`src/rtl/output_buffer.sv`:
```
// rtl/output_buffer.sv - deskewing per-column FIFO bank that emits aligned systolic-array rows
module output_buffer #(
    parameter int COLS       = 4,
    parameter int DWIDTH     = 32,
    parameter int DEPTH      = 16,
    parameter int FRAME_ROWS = 8
) (
    input  logic                     clk,
    input  logic                     rst,
    input  logic [COLS-1:0]          i_valid,
    input  logic [COLS*DWIDTH-1:0]   i_data,
    output logic                     o_valid,
    input  logic                     o_ready,
    output logic [COLS*DWIDTH-1:0]   o_data,
    output logic                     o_last,
    output logic [$clog2(DEPTH):0]   o_rows,
    output logic                     overflow
);

    localparam int AW = $clog2(DEPTH);
    localparam int CW = AW + 1;
    localparam int RW = (FRAME_ROWS > 1) ? $clog2(FRAME_ROWS) : 1;

    logic [DWIDTH-1:0] mem  [COLS][DEPTH];
    logic [AW-1:0]     wptr [COLS];
    logic [AW-1:0]     rptr [COLS];
    logic [CW-1:0]     occ  [COLS];
    logic [RW-1:0]     row_cnt;
    logic [CW-1:0]     rows_min;
    logic [COLS-1:0]   full;
    logic [COLS-1:0]   wr_en;
    logic [COLS-1:0]   drop;
    logic              pop;

    // A row is complete once the emptiest column holds at least one word.
    always_comb begin
        rows_min = occ[0];
        for (int c = 1; c < COLS; c++) begin
            if (occ[c] < rows_min) rows_min = occ[c];
        end
    end

    assign o_rows  = rows_min;
    assign o_valid = (rows_min != '0);
    assign pop     = o_valid && o_ready;
    assign o_last  = o_valid && (row_cnt == RW'(FRAME_ROWS - 1));

    // A pop frees a slot in the same cycle, so a full column still accepts its write.
    always_comb begin
        full  = '0;
        wr_en = '0;
        drop  = '0;
        for (int c = 0; c < COLS; c++) begin
            full[c]  = (occ[c] == CW'(DEPTH));
            wr_en[c] = !rst && i_valid[c] && (!full[c] || pop);
            drop[c]  = !rst && i_valid[c] && full[c] && !pop;
        end
    end

    always_comb begin
        o_data = '0;
        for (int c = 0; c < COLS; c++) begin
            o_data[c*DWIDTH +: DWIDTH] = mem[c][rptr[c]];
        end
    end

    always_ff @(posedge clk) begin
        for (int c = 0; c < COLS; c++) begin
            if (wr_en[c]) mem[c][wptr[c]] <= i_data[c*DWIDTH +: DWIDTH];
        end
    end

    always_ff @(posedge clk) begin
        if (rst) begin
            for (int c = 0; c < COLS; c++) begin
                wptr[c] <= '0;
                rptr[c] <= '0;
                occ[c]  <= '0;
            end
            row_cnt  <= '0;
            overflow <= 1'b0;
        end else begin
            for (int c = 0; c < COLS; c++) begin
                if (wr_en[c]) wptr[c] <= wptr[c] + 1'b1;
                if (pop)      rptr[c] <= rptr[c] + 1'b1;
                case ({wr_en[c], pop})
                    2'b10:   occ[c] <= occ[c] + 1'b1;
                    2'b01:   occ[c] <= occ[c] - 1'b1;
                    default: occ[c] <= occ[c];
                endcase
            end
            if (|drop) overflow <= 1'b1;
            if (pop) begin
                if (row_cnt == RW'(FRAME_ROWS - 1)) row_cnt <= '0;
                else                                row_cnt <= row_cnt + 1'b1;
            end
        end
    end

endmodule

```
`config.mk`:
```
export PLATFORM = sky130hd
export DESIGN_NAME = output_buffer
export DESIGN_NICKNAME = d
export VERILOG_FILES = /design/src/rtl/output_buffer.sv
export SDC_FILE = /design/constraint.sdc
export NUM_CORES = 2
export LEC_CHECK = 0
export CORE_AREA = 2 2 526 528
export CTS_CLUSTER_DIAMETER = 40
export DETAILED_ROUTE_END_ITERATION = 10
export DIE_AREA = 0 0 528 530
export SYNTH_ARGS = -nofsm -noshare
export SYNTH_HDL_FRONTEND = slang
export SYNTH_SLANG_ARGS = --single-unit
```
`constraint.sdc`:
```
create_clock -name clk -period 10.9 [get_ports clk]
set_clock_uncertainty 0.1 [all_clocks]
set_input_delay 2.18 -clock clk [delete_from_list [all_inputs] [get_ports clk]]
set_output_delay 2.18 -clock clk [all_outputs]
set_load 0.01 [all_outputs]
```
==> key figures <==
Outcome
  • Status: finished, final reports clean

STA
  • Period utilization: 0.913
  • Worst Hold Slack: 0.356 ns
  • Max Freq: around 100 MHz
  • Final worst slack: approximately 0.95 ns
  • Tightest Pin Transition: roughly 1.2 ns
  • Unrepaired setup endpoints after global routing: no
  • Slew headroom: 0.210
  • Setup TNS: 0 ns
  • Endpoints failing setup: 0
  • Final critical path time including I/O delays and setup: approximately 10 ns
  • Endpoints failing hold: 0
  • Slew Limit Fails: 0

Critical path
  • R2R Setup Slk: around 2.6 ns
  • CP Launch Type: flip-flop
  • CP endpoint: o_valid
  • Worst setup EP type: output pin
  • R2r endpoint: mem[2][309]
  • Crit path from: occ[0][2]
  • WP data arrival: ~7.7 ns
  • Required @ worst endpoint: around 8.6 ns
  • Critical Path Fanout Max: 11
  • Cells on worst reg2reg path: 28
  • Worst r2r src: occ[0][2]
  • WS Path Type: flip-flop to output pin

Clock network
  • CTS clk-pin slew, worst paths: about 0.04 ns
  • Clk Latency, worst-skew pair: between 0.8 and 0.9 ns
  • TritonCTS clock tree: done
  • Max Root-Sink Buffers: 4
  • CTS buffer count: around 310
  • Hold-fix buffers, CTS: 0
  • Cells resized by post-CTS repair: 0
  • CTS Sinks: approximately 2100
  • H-tree depth: 5
  • Post-CTS Setup Inserts: 0
  • CTS Root Cell: clkbuf_16

Cells and area
  • Ratio of cells with drive above 1 in the final layout: 0.249
  • Synthesis-to-finish area growth: 21.5%
  • Commonest non-fill, non-tap cell in the layout: edfxtp_1
  • Commonest non-fill, non-tap cells in the layout: edfxtp_1 (2100), mux4_2 (448), clkbuf_16 (313), clkdlybuf4s50_1 (270), mux2i_1 (217)
  • Final instance area: roughly 100000 sq um
  • Final core occ: 0.362
  • Final nets: ~4500
  • Filler cell count: ~25000

Floorplanning
  • Die height: approximately 530 um
  • Placement Rows: between 150 and 200
  • Die area: 280000 sq um
  • Std-Cell Core Area: 275000 sq um
  • Die width: 528 um
  • Initial Util: 0.298
  • Io pins: 271

Job
  • Max-Cap Viols: 0

Synthesis
  • Yosys top cell area share: 0.770
  • Ranking of synthesized cells by area: edfxtp_1 (77%), mux4_2 (12%), mux2i_1 (2.7%), o21ai_0 (0.77%), a221oi_1 (0.72%)
  • Yosys reg bits: between 2000 and 2500
  • Mapped Avg Cell Area: between 20 and 25 sq um
  • Post-Synthesis Cells: 3867
  • Unique masters post-synth: approximately 70
  • EDFF count, synth: between 2000 and 2500
  • Sequential element share of the synthesized area: 0.770
  • Post-synthesis async set-or-reset flop share: 0
  • Post-synth top area cell: edfxtp_1
  • Post-Syn Nets: 4043
  • Post-Syn Area: around 82000 sq um
  • Synth warn: 0
  • Synth Flop Type: edfxtp_1

Place
  • Routability cong.: between 0.7 and 0.8
  • PortBufs: 270
  • Placed Area: 89000 sq um
  • DPL Wire Length: ~100000 um
  • DP Worst Slack: between 1.5 and 2 ns

Hold path
  • Hold Path Class: flip-flop to flip-flop

Power and ir drop
  • PD cells: between 200 and 300 nW/um^2
  • P_sw: 7.66 mW
  • Combinational share of power: 0.265
  • Sequential Power Share: 0.354
  • Int Power: approximately 19 mW
  • Clock network power share: 0.380
  • Leak Pwr: 31.4 nW
  • Switching Fraction: 0.292
  • Max VDD drop: 190 uV

GRT
  • Number of global-route vias before repair: 41000
  • Largest net degree at the start of global routing: between 100 and 150
  • GR Overflow Total: 0
  • First-pass GRT wire length: approximately 280000 um
  • Initial antenna violation count: 26
  • GRT Total Usage: 0.131

Route
  • Antenna viol nets, final: 0
  • DR iter-0 viols: approximately 3200
  • Routed vias: ~40000
  • First-pass iteration count of the detailed router: 7
  • DR DRC count: 0
  • DR WL/cell: roughly 23 um
  • Via density: a little under 5
  • Routed wire length: 188000 um
==> metrics by stage <==
| stage | cells | total power, mW |
|---|---|---|
| CTS | 8155 | 26.7 |
| floorplan | 3867 | 13.8 |
| detailed placement | 7597 | 16.6 |
| global placement | 7597 | 16.6 |
| finish | 8161 | 26.3 |
| global route | 8156 | 27.4 |
==> Yosys cell counts, types with 49 or more instances <==
library cell,number
nand2_1,136
mux2i_1,217
nor2_1,69
mux4_2,448
buf_1,60
a22oi_1,64
edfxtp_1,2100
clkbuf_1,137
a21oi_1,82
mux2_2,49
o21ai_0,126
a221oi_1,67
==> cells by family after synthesis <==
kind of cell	count (synthesis)	synth area share
AO/OA/AOI/OAI	388	0.0309
XOR/XNOR	20	0.00214
adder cells (fa/ha/maj)	41	0.00626
buffers and inverters	233	0.0109
flip-flops	2104	0.770
multiplexers	723	0.158
AND/OR/NAND/NOR	358	0.0213
==> registers in the layout (all words and copies together) (netlist names) <==
| signal | count |
|---|---|
| wptr | 16 |
| rptr | 16 |
| mem | 2048 |
| occ | 20 |
| overflow | 1 |
| row_cnt | 3 |
==> layer usage <==
layer,vias to the layer above,GRT usage,share of wire
met3,346,0.0245,0.053
met2,1134,0.217,0.49
met5,-,0,0.00054
met4,14,0.0397,0.027
li1,17200,-,-
met1,20800,0.176,0.43
==> worst min-delay path by stage <==
stage / start / endpoint / depth (start not counted)
global route: row_cnt[2] / row_cnt[2] / 2
detailed placement: row_cnt[1] / row_cnt[1] / 2
finish: row_cnt[1] / row_cnt[1] / 2
floorplan: row_cnt[1] / row_cnt[1] / 2
CTS: row_cnt[1] / row_cnt[1] / 2
global placement: row_cnt[1] / row_cnt[1] / 2
==> critical path, cell delays in order, from the launching register on <==
cell and delay [ns]:
edfxtp_1 0.48, inv_2 0.11, ha_1 0.32, a21oi_1 0.18, o21a_1 0.18, o21a_1 0.49
mux2_4 0.38, inv_1 0.07, ha_1 0.24, a221oi_1 0.28, a211oi_1 0.14, mux2i_4 0.31
nand2_4 0.16, o211ai_1 0.16, o21ai_0 0.19, ha_1 0.36, a21oi_1 0.18, o21ai_0 0.14
nor3_1 0.46, and2_1 0.24, a21boi_2 0.34, o21ai_1 0.17, a22oi_4 0.35, inv_2 0.13
clkdlybuf4s50_1 0.79
==> power by group through the flow <==
stage                     clock network [mW]  registers [mW]  logic, mW
after floorplan                            0            9.39       4.36
after global placement                     0            9.46       7.10
after detailed placement                   0            9.47       7.16
after CTS                               10.2            9.31       7.19
after global routing                    10.5            9.33       7.56
final                                   10.0            9.32       6.97
==> layout make-up <==
cell class / count / area (sq um) / area share
Timing Repair Buffer: 328 / 3180 / 0.0319
Clock buffer: 344 / 7950 / 0.0798
Tap cell: 3607 / 4510 / 0.0453
Inverter: 28 / 105 / 0.00106
Multi-Input combinational cell: 1530 / 18100 / 0.182
Clock inverter: 214 / 2580 / 0.0259
Sequential cell: 2104 / 63100 / 0.634
Antenna cell: 6 / 15.0 / 0.000151
No activity file was read; power rests on OpenSTA's default activity.
